**config.mk**
```make
export PLATFORM = sky130hd
export DESIGN_NAME = rr_quadmux_arbiter
export DESIGN_NICKNAME = d
export VERILOG_FILES = /design/src/rtl/arb_pkg.sv /design/src/rtl/quadmux4_1.sv /design/src/rtl/rr_quadmux_arbiter.sv
export SDC_FILE = /design/constraint.sdc
export NUM_CORES = 1
export LEC_CHECK = 0
export CORE_UTILIZATION = 43
export CTS_CLUSTER_SIZE = 28
export DETAILED_ROUTE_END_ITERATION = 12
export GPL_ROUTABILITY_DRIVEN = 1
export PLACE_DENSITY = 0.89
export SYNTH_ARGS = -nofsm -noshare
export SYNTH_HDL_FRONTEND = slang
export SYNTH_HIERARCHICAL = 1
export SYNTH_SLANG_ARGS = --single-unit
```
**constraint.sdc**
```tcl
create_clock -name clk -period 5.9 [get_ports clk]
set_input_delay 1.18 -clock clk [delete_from_list [all_inputs] [get_ports clk]]
set_output_delay 1.18 -clock clk [all_outputs]
set_load 0.03 [all_outputs]
```
**src/rtl/arb_pkg.sv**
```systemverilog
// Shared definitions for the round-robin quad-mux arbiter.
//   ST_IDLE / ST_GRANT : FSM state encodings
//   NUM_REQ            : number of requesters sharing the datapath
//   rr_pick()          : round-robin winner search starting at a pointer
package arb_pkg;

  localparam logic ST_IDLE  = 1'b0;
  localparam logic ST_GRANT = 1'b1;

  localparam int unsigned NUM_REQ = 4;

  typedef enum logic {
    StIdle  = ST_IDLE,
    StGrant = ST_GRANT
  } arb_state_e;

  // First set request scanning ptr, ptr+1, ... (mod 4). Returns ptr if req is zero;
  // callers only use the result when at least one request is set.
  function automatic logic [1:0] rr_pick(input logic [3:0] req, input logic [1:0] ptr);
    logic [1:0] idx;
    logic [1:0] pick;
    logic       found;
    pick  = ptr;
    found = 1'b0;
    for (int i = 0; i < NUM_REQ; i++) begin
      idx = ptr + 2'(i);
      if (!found && req[idx]) begin
        pick  = idx;
        found = 1'b1;
      end
    end
    return pick;
  endfunction

endpackage

```
**src/rtl/quadmux4_1.sv**
```systemverilog
// Fixed 4-bit, 4:1 multiplexer.
//   S        : select (0 -> InA ... 3 -> InD)
//   InA..InD : 4-bit data inputs
//   Out      : selected data
module quadmux4_1 (
  input  logic [1:0] S,
  input  logic [3:0] InA,
  input  logic [3:0] InB,
  input  logic [3:0] InC,
  input  logic [3:0] InD,
  output logic [3:0] Out
);

  always_comb begin
    Out = InA;
    unique case (S)
      2'd0:    Out = InA;
      2'd1:    Out = InB;
      2'd2:    Out = InC;
      2'd3:    Out = InD;
      default: Out = InA;
    endcase
  end

endmodule

```
**src/rtl/rr_quadmux_arbiter.sv**
```systemverilog
// Round-robin arbiter sharing one 4:1 quad-mux datapath among four requesters.
// A winner holds the datapath for a burst (until last, MAX_BURST beats, or its
// request drops), then priority rotates to the next index and a bubble cycle follows.
//   clk, rst_n         : clock, asynchronous active-low reset
//   req[3:0]           : per-requester request, held for the whole burst
//   last[3:0]          : per-requester final-beat marker
//   data_a..data_d     : requester 0..3 data
//   out_ready          : downstream accepts a beat this cycle
//   out_valid/out_data : beat offered downstream
//   out_sel            : mux select / granted index
//   gnt[3:0]           : one-hot, high only in the cycle a beat is accepted
//   busy               : arbiter is in the grant state
module rr_quadmux_arbiter
  import arb_pkg::*;
#(
  parameter int unsigned WIDTH     = 4,
  parameter int unsigned MAX_BURST = 4
) (
  input  logic             clk,
  input  logic             rst_n,
  input  logic [3:0]       req,
  input  logic [3:0]       last,
  input  logic [WIDTH-1:0] data_a,
  input  logic [WIDTH-1:0] data_b,
  input  logic [WIDTH-1:0] data_c,
  input  logic [WIDTH-1:0] data_d,
  input  logic             out_ready,
  output logic             out_valid,
  output logic [WIDTH-1:0] out_data,
  output logic [1:0]       out_sel,
  output logic [3:0]       gnt,
  output logic             busy
);

  localparam logic [3:0] MaxBurstW = 4'(MAX_BURST);

  arb_state_e state_q, state_d;
  logic [1:0] sel_q, sel_d;
  logic [1:0] ptr_q, ptr_d;
  logic [3:0] cnt_q, cnt_d;

  logic       accept;
  logic [3:0] cnt_inc;

  quadmux4_1 u_mux (
    .S   (sel_q),
    .InA (data_a),
    .InB (data_b),
    .InC (data_c),
    .InD (data_d),
    .Out (out_data)
  );

  always_comb begin
    busy      = (state_q == StGrant);
    out_sel   = sel_q;
    out_valid = busy && req[sel_q];
    accept    = out_valid && out_ready;
    gnt       = accept ? (4'b0001 << sel_q) : 4'b0000;
    cnt_inc   = cnt_q + 4'd1;
  end

  always_comb begin
    state_d = state_q;
    sel_d   = sel_q;
    ptr_d   = ptr_q;
    cnt_d   = cnt_q;
    unique case (state_q)
      StIdle: begin
        if (req != 4'b0000) begin
          sel_d   = rr_pick(req, ptr_q);
          cnt_d   = 4'd0;
          state_d = StGrant;
        end
      end
      StGrant: begin
        if (!req[sel_q]) begin
          // Requester withdrew: release without a beat.
          ptr_d   = sel_q + 2'd1;
          state_d = StIdle;
        end else if (accept) begin
          cnt_d = cnt_inc;
          // last and the burst limit hitting together is still one release.
          if (last[sel_q] || (cnt_inc == MaxBurstW)) begin
            ptr_d   = sel_q + 2'd1;
            state_d = StIdle;
          end
        end
      end
      default: state_d = StIdle;
    endcase
  end

  always_ff @(posedge clk or negedge rst_n) begin
    if (!rst_n) begin
      state_q <= StIdle;
      sel_q   <= 2'd0;
      ptr_q   <= 2'd0;
      cnt_q   <= 4'd0;
    end else begin
      state_q <= state_d;
      sel_q   <= sel_d;
      ptr_q   <= ptr_d;
      cnt_q   <= cnt_d;
    end
  end

endmodule

```
==> flow_summary_export.csv <==
group,metric,value,unit
worst_setup_path,rrSetupSlack,3830,ps
cts,tritoncts,"done",
routing,drt_wl_total,1970,µm
worst_setup_path,critical_path_class,"primary input to output pin",
routing,via_count,787,
worst_setup_path,arrival,3350,ps
worst_setup_path,critical_path_peak_fanout,7,
routing,ant_nets,0,
yosys,synthArstFlopShare,1.00,
yosys,yosysSeqAreaShare,0.279,
final_layout,utilization,0.711,
yosys,syn_inst,77,
cts,root_buffer,"clkbuf_4",
worst_setup_path,r2r_start,"out_sel[0]$_DFFE_PN0P_",
floorplanning,die_h,45.4,µm
sta,finalCritPeriodShare,0.767,
yosys,syn_area_per_cell,10.5,µm²
sta,max_freq,0.221,GHz
sta,tightest_slew,769,ps
yosys,synthesis.nets,110,
grt,overflow,0,
floorplanning,rows,15,
grt,grt_pass1_vias,759,
power,p_leak,0.530,nW
min_path,min_delay_worst_endpoint,"cnt_q[3]$_DFFE_PN0P_",
cts,cts_resized,0,
sta,min_period,4530,ps
final_layout,nets,152,
worst_setup_path,worst-r2r-cell-count,4,
yosys,yosys_most_used_dff,"dfrtp_1",
grt,grt_max_degree,13,
worst_setup_path,worstSetupStartpointType,"primary input",
sta,slew_headroom,0.482,
worst_setup_path,r2r-end,"ptr_q[1]$_DFFE_PN0P_",
cts,post_cts_buffers,0,
cts,clk_latency,270,ps
yosys,mappedNetlistArea,808,µm²
cts,clock-sinks,9,
yosys,ys_ff_latch,9,
routing,via_per_inst,5.50,
final_layout,drive_above_1_share,0.0932,
floorplanning,start_util,0.463,
yosys,yosysWarnings,6,
grt,grt_pass1_wl,3250,µm
cts,postCtsHoldBufs,0,
floorplanning,design.core.area,1750,µm²
sta,fin_skew,3.51,ps
yosys,synth_cell_types,31,
yosys,synth_edf_count,0,
sta,rsz0062_at_grt,"false",
routing,wl_per_cell,13.7,µm
run_status,status,"complete, no violations",
routing,dr.pass1.iters,4,
worst_setup_path,cp-end-kind,"output pin",
final_layout,num_antenna_cells,0,
cts,cts_made_buffers,3,
final_layout,nFillCells,135,
grt,antenna_found_initial,0,
floorplanning,dieArea,2060,µm²
place,finalWeightedCongestion,0.827,
job,maxCapViolCount,0,
sta,slew_violations,0,
cts,cts.clk_slew.worst_paths,60,ps
cts,clk_path_buf_depth,2,
min_path,min_from,"cnt_q[3]$_DFFE_PN0P_",
routing,drt_iter0_drc,11,
place,dp_hpwl,1560,µm
sta,tns,0,ps
min_path,hold_depth,2,
cts,htree_levels,1,
worst_setup_path,required,4720,ps
routing,drc,0,
place,portBuffers,38,
sta,finalHoldViolations,0,
min_path,hold_path_class,"flop to flop",
sta,setup_viol,0,
floorplanning,die_w,45.4,µm
grt,grtUsageTotal,0.231,
final_layout,area_growth,53.6,%
power,p_per_area,402,nW/µm²
power,ir_worst_vdd,0.000280,V
floorplanning,ios,39,
worst max-delay path by stage:
stage | start | to | slack [ps] | depth (start not counted)
floorplan | req[3] | gnt[0] | 2440 | 4
global placement | req[3] | gnt[1] | 1440 | 5
detailed placement | req[3] | gnt[2] | 1380 | 5
CTS | req[3] | gnt[2] | 1380 | 5
global route | req[3] | gnt[2] | 1290 | 5
finish | req[3] | gnt[2] | 1370 | 5
per-stage QoR:
step           cell area, µm²  power, W  std cells  worst slack [ps]  hold WS, ps
2_1_floorplan             808  0.000334         77              2440          531
3_3_place_gp             1210  0.000440        139              1440          560
3_5_place_dp             1210  0.000449        139              1380          582
4_1_cts                  1240  0.000503        143              1380          599
5_1_grt                  1240  0.000535        143              1290          624
6_report                 1240  0.000499        143              1370          598
registers in the layout, summed over array words and instances, names as in the netlist:
name	flops
ptr_q	2
busy	1
out_sel	2
cnt_q	4
worst max-delay path, cell delays in order:
cell             delay, ps
clkdlybuf4s50_1        520
mux4_2                 580
and3_1                 290
and2_1                 180
clkdlybuf4s50_1        600
per-layer routing:
layer / wire length [µm] / global-route usage
met1: 770 / 0.265
met2: 998 / 0.371
met3: 157 / 0.100
met4: 38 / 0.103
met5: 0 / 0
report_power, final:
group | total (W) | switching [W] | leakage [nW] | internal, W
Sequential | 0.000135 | 0.0000500 | 0.114 | 0.0000847
Clock | 0.0000504 | 0.0000242 | 0.0150 | 0.0000262
Combinational | 0.000314 | 0.000155 | 0.401 | 0.000159
synthesized netlist by cell type (all sizes together) (2+ instances only):
cell,count,area (µm²)
mux4,6,150
a21oi,2,10.0
ha,6,75.1
nand2,6,22.5
nor2,4,15.0
nand3,7,35.0
dfrtp,9,225
nand3b,3,22.5
nor2b,2,12.5
inv,5,18.8
and2,4,25.0
o21ai,6,30.0
cells in the final DEF (no fill, tap or decap), types with 2 or more instances in the layout:
cell / n
nand2_1: 6
clkdlybuf4s50_1: 38
o21ai_0: 6
nor2_1: 4
mux4_2: 2
clkbuf_4: 3
nor2b_1: 2
inv_1: 4
dfrtp_1: 9
and2_1: 4
ha_1: 6
mux4_1: 4
a21oi_1: 2
nand3b_1: 3
nand3_1: 7
final cells by class:
cell class,instances,area (µm²),share of cell area
clock buffers,4,26.3,0.0212
inverters,5,18.8,0.0151
multi-input cells,62,559,0.451
flip-flops and latches,9,225,0.181
well taps,25,31.3,0.0252
repair buffers,38,380,0.306
cell families (layout without fill, tap and decap cells):
group / Yosys count / in the layout / synth area share
buf+inv: 6 / 47 / 0.0294
simple gates: 30 / 30 / 0.214
xor+xnor: 1 / 1 / 0.0108
fa+ha+maj: 6 / 6 / 0.0929
mux: 8 / 8 / 0.217
compound gates: 17 / 17 / 0.158
flops: 9 / 9 / 0.279
Note: power is estimated with default switching activity, not from simulation.
